File: config.mk
export PLATFORM = sky130hd
export DESIGN_NAME = pb_step_pulser
export DESIGN_NICKNAME = d
export VERILOG_FILES = /design/src/rtl/pb_step_pulser.sv
export SDC_FILE = /design/constraint.sdc
export NUM_CORES = 1
export LEC_CHECK = 0
export BUFFER_PORTS_ARGS = -buffer_cell sky130_fd_sc_hd__buf_2
export CELL_PAD_IN_SITES_DETAIL_PLACEMENT = 1
export CELL_PAD_IN_SITES_GLOBAL_PLACEMENT = 1
export CORE_ASPECT_RATIO = 1.25
export CORE_MARGIN = 1.5
export CORE_UTILIZATION = 27
export CTS_CLUSTER_SIZE = 40
export DETAILED_ROUTE_END_ITERATION = 10
export HOLD_SLACK_MARGIN = 0.03
export PLACE_DENSITY = 0.59
export SYNTH_ARGS = -nofsm -noshare
export SYNTH_HDL_FRONTEND = slang
export SYNTH_SLANG_ARGS = --single-unit
File: constraint.sdc
create_clock -name clk -period 2.49 [get_ports clk]
set_input_delay 0.3735 -clock clk [delete_from_list [all_inputs] [get_ports clk]]
set_output_delay 0.3735 -clock clk [all_outputs]
set_load 0.03 [all_outputs]
File: src/rtl/pb_step_pulser.sv
// Push-button conditioner: synchronizer, debouncer, press one-shot with optional
// hold-to-auto-repeat, plus a wrapping count of the step pulses issued.
module pb_step_pulser #(
  parameter int DEB_CYCLES = 100000,
  parameter int RPT_DELAY  = 5000000,
  parameter int RPT_PERIOD = 1000000,
  parameter int CNT_W      = 8
) (
  input  logic             clk,
  input  logic             reset,
  input  logic             pb_raw,
  input  logic             rpt_en,
  output logic             pb_level,
  output logic             step,
  output logic [CNT_W-1:0] step_cnt
);

  localparam int DEB_W   = (DEB_CYCLES > 1) ? $clog2(DEB_CYCLES) : 1;
  localparam int TMR_MAX = (RPT_DELAY > RPT_PERIOD) ? RPT_DELAY : RPT_PERIOD;
  localparam int TMR_W   = $clog2(TMR_MAX);

  localparam logic [DEB_W-1:0] DEB_LAST = DEB_W'(DEB_CYCLES - 1);
  localparam logic [TMR_W-1:0] DLY_LAST = TMR_W'(RPT_DELAY - 1);
  localparam logic [TMR_W-1:0] PER_LAST = TMR_W'(RPT_PERIOD - 1);

  typedef enum logic [1:0] {
    ST_IDLE   = 2'd0,
    ST_DELAY  = 2'd1,
    ST_REPEAT = 2'd2
  } state_t;

  logic             s1_r;
  logic             s2_r;
  logic [DEB_W-1:0] deb_cnt_r;
  logic [TMR_W-1:0] timer_r;
  state_t           state_r;

  // Two-flop synchronizer for the asynchronous button input
  always_ff @(posedge clk or posedge reset) begin
    if (reset) begin
      s1_r <= 1'b0;
      s2_r <= 1'b0;
    end else begin
      s1_r <= pb_raw;
      s2_r <= s1_r;
    end
  end

  // Debouncer: level follows only after DEB_CYCLES consecutive mismatching samples
  always_ff @(posedge clk or posedge reset) begin
    if (reset) begin
      pb_level  <= 1'b0;
      deb_cnt_r <= '0;
    end else if (s2_r == pb_level) begin
      deb_cnt_r <= '0;
    end else if (deb_cnt_r == DEB_LAST) begin
      pb_level  <= s2_r;
      deb_cnt_r <= '0;
    end else begin
      deb_cnt_r <= deb_cnt_r + DEB_W'(1);
    end
  end

  // Step FSM: press pulse, initial repeat delay, then periodic repeat; release wins
  always_ff @(posedge clk or posedge reset) begin
    if (reset) begin
      state_r  <= ST_IDLE;
      timer_r  <= '0;
      step     <= 1'b0;
      step_cnt <= '0;
    end else begin
      step <= 1'b0;
      case (state_r)
        ST_IDLE: begin
          timer_r <= '0;
          if (pb_level) begin
            step     <= 1'b1;
            step_cnt <= step_cnt + CNT_W'(1);
            state_r  <= ST_DELAY;
          end else begin
            state_r <= ST_IDLE;
          end
        end
        ST_DELAY: begin
          if (!pb_level) begin
            timer_r <= '0;
            state_r <= ST_IDLE;
          end else if (!rpt_en) begin
            timer_r <= '0;
          end else if (timer_r == DLY_LAST) begin
            step     <= 1'b1;
            step_cnt <= step_cnt + CNT_W'(1);
            timer_r  <= '0;
            state_r  <= ST_REPEAT;
          end else begin
            timer_r <= timer_r + TMR_W'(1);
          end
        end
        ST_REPEAT: begin
          if (!pb_level) begin
            timer_r <= '0;
            state_r <= ST_IDLE;
          end else if (!rpt_en) begin
            timer_r <= '0;
          end else if (timer_r == PER_LAST) begin
            step     <= 1'b1;
            step_cnt <= step_cnt + CNT_W'(1);
            timer_r  <= '0;
          end else begin
            timer_r <= timer_r + TMR_W'(1);
          end
        end
        default: begin
          timer_r <= '0;
          state_r <= ST_IDLE;
        end
      endcase
    end
  end

endmodule

==> qor.yml <==
cts_buffers: 5
core_area_sq_um: 10000
drc: 0
fin_crit_sh_pct: 91.1
pwr-share-seq_pct: 51.5
setup_viol: 0
dieArea_sq_um: 10800
cts_hold_buf: 0
p_sw_share_pct: 20.7
worst_setup_path_end_kind: "flop"
yosysUniqueCellTypes: 40
grt_max_degree: 31
p_comb_share_pct: 2.1
clkTransAtPathRegs_ns: 0.07
critical-path-top-delay-family: "simple AND/OR/NAND/NOR gates"
dpl_cell_area_sq_um: 2990
max_freq_mhz: 441
synth-main-ff-cell: "dfrtp_1"
worstPathCellList: "ha_1 -> and4b_1 -> nand4_2 -> a2111o_1 -> nor2_1 -> mux2_1"
utilization_pct: 31.6
hold_slack_ns: 0.137
post-cts-setup-buffers: 0
netlist_instances: 268
irDropWorstVdd_mv: 0.319
grtUsageTotal_pct: 11.8
die_h_um: 116
max_slew_margin_pct: 52.4
cts.path.max_buffers: 2
ff2ff_path_depth: 6
drive_gt1_share_pct: 12.6
rsz0062_at_grt: "false"
drv_slew: 0
p_sw_mw: 0.357
fin_tns_setup_ns: 0
pwr-share-clk_pct: 46.5
htree_levels: 2
crit_buf_inv: 0
die_w_um: 93.2
async_reset_ff_share_pct: 100
area_growth_pct: 14.9
antenna_left: 0
cp.depth: 6
mostFrequentLayoutCell: "dfrtp_1"
synth_area_per_cell_sq_um: 10.3
ys_warn_count: 0
grt_pass1_vias: 2093
vias: 1950
hpwl_um: 4080
worst_slew_pin_slew_ns: 0.707
fillers: 1161
power.total_mw: 1.72
min_period_ns: 2.27
start_util_pct: 27.5
dp_slack_ns: 0.153
slowest_delay_ns: 0.54
io_pins: 14
gr-total-overflow: 0
tritoncts: "built"
nNetsFinal: 297
rows: 41
leakage_nw: 1.40
fin_cells: 415
maxCapViolCount: 0
crit_fanout: 7
netlist_area_sq_um: 2750
synth_edf_count: 0
skew_ns: 0.00884
setup_slack_ns: 0.221
first_pass_iters: 2
fin_area_sq_um: 3160
synthesis.nets: 280
cp_data_required_time_ns: 2.67
insertion_delay_ns: 0.29
start_kind: "flop"
diodes: 0
dp.cells: 407
cp_data_arrival_time_ns: 2.44
cpMaxStageDelayCell: "a2111o_1"
root_buffer: "clkbuf_16"
synth-seq-cells: 54
first_iter_violations: 42
p_int_mw: 1.37
mostFrequentLayoutCells: "dfrtp_1, nor2_1, xor2_1"
seq_area_frac_synth_pct: 49.2
hold_path_class: "in -> async"
clock_sinks: 54
post_drt_wl_per_cell_um: 13.6
via_per_inst: 4.70
wirelength_um: 5660
power_density_nw_per_um2: 546
antenna_found_initial: 0
critical_path_class: "reg -> reg"
grt_pass1_wl_um: 10200
hold_violations: 0
io_buffers: 13
globalplace.congestion: 0.704
status: "finished, final reports clean"
-- metal layers --
layer / up-vias / share of wire (%) / global-route usage, %
met5: - / 0 / 0
met4: 0 / 1.4 / 3.33
met3: 6 / 1.3 / 1.97
met2: 10 / 50 / 20.7
met1: 971 / 47 / 14.8
li1: 963 / - / -
-- cell usage after synthesis (3+ instances only) --
| cell type | count | area, sq um |
|---|---|---|
| nor4_1 | 3 | 18.8 |
| a21oi_1 | 3 | 15.0 |
| ha_1 | 8 | 100 |
| dfrtp_1 | 54 | 1350 |
| xor2_1 | 30 | 263 |
| inv_1 | 8 | 30.0 |
| nor3_1 | 9 | 45.0 |
| buf_2 | 3 | 15.0 |
| nand2_1 | 17 | 63.8 |
| nand4_1 | 15 | 93.8 |
| nor4b_2 | 3 | 45.0 |
| clkbuf_1 | 4 | 15.0 |
| and3_1 | 9 | 56.3 |
| and4_1 | 3 | 26.3 |
| xnor2_1 | 13 | 114 |
| nor2_1 | 43 | 161 |
| nand3_1 | 15 | 75.1 |
-- worst paths after layout --
| path | endpoint | slack [ns] | from |
|---|---|---|---|
| setup / recovery | step_cnt[1]$_DFFE_PP0P_ | 0.22 | timer_r[0]$_DFF_PP0_ |
| hold / removal | timer_r[22]$_DFF_PP0_ | 0.14 | reset |
| setup reg to reg | step_cnt[1]$_DFFE_PP0P_ | 0.22 | timer_r[0]$_DFF_PP0_ |
| hold reg to reg | s2_r$_DFF_PP0_ | 0.37 | s1_r$_DFF_PP0_ |
| max in group asynchronous | deb_cnt_r[16]$_DFF_PP0_ | 1.79 | reset |
| min in group clk | s1_r$_DFF_PP0_ | 0.18 | pb_raw |
-- registers in the layout, indices dropped and copies added, names as in the netlist --
signal     flops
s1_r           1
step           1
s2_r           1
deb_cnt_r     17
state_r        2
step_cnt       8
timer_r       23
pb_level       1
-- power groups by stage --
stage | registers, mW | logic, mW | clock network, mW
2_1_floorplan | 0.903 | 0.0231 | 0
3_3_place_gp | 0.904 | 0.0383 | 0
3_5_place_dp | 0.904 | 0.0387 | 0
4_1_cts | 0.887 | 0.0388 | 0.825
5_1_grt | 0.888 | 0.0439 | 0.856
6_report | 0.887 | 0.0358 | 0.801
-- area by class of cell --
class,count,area [sq um],area share (%)
sequential,54,1350,42.8
multi-input combinational,199,1340,42.3
tap,129,161,5.11
clock buffer,5,125,3.96
timing repair buffer,17,108,3.41
clock inverter,3,45.0,1.43
inverter,8,30.0,0.951
-- worst register-to-register path: cells and delay by family (launching register included) --
kind | cells | cell delay [ns]
flops | 1 | 0.42
simple gates | 3 | 0.61
mux | 1 | 0.34
compound gates | 1 | 0.55
fa+ha+maj | 1 | 0.24
-- cells by family after synthesis --
| group | count (synthesis) | share of synthesized area (%) |
|---|---|---|
| and+or+nand+nor | 131 | 26.5 |
| DFF | 54 | 49.2 |
| xor gates and xnor gates | 43 | 13.7 |
| AOI/OAI and AO/OA | 15 | 3.96 |
| buffers and inverters | 15 | 2.19 |
| adders and majority gates | 8 | 3.64 |
| muxes | 2 | 0.820 |
-- repair_timing --
action	CTS	global route
gates resized for setup	0	0
hold endpoints to repair	0	0
setup endpoints to repair	0	1
Note: power is estimated with default switching activity, not from simulation.
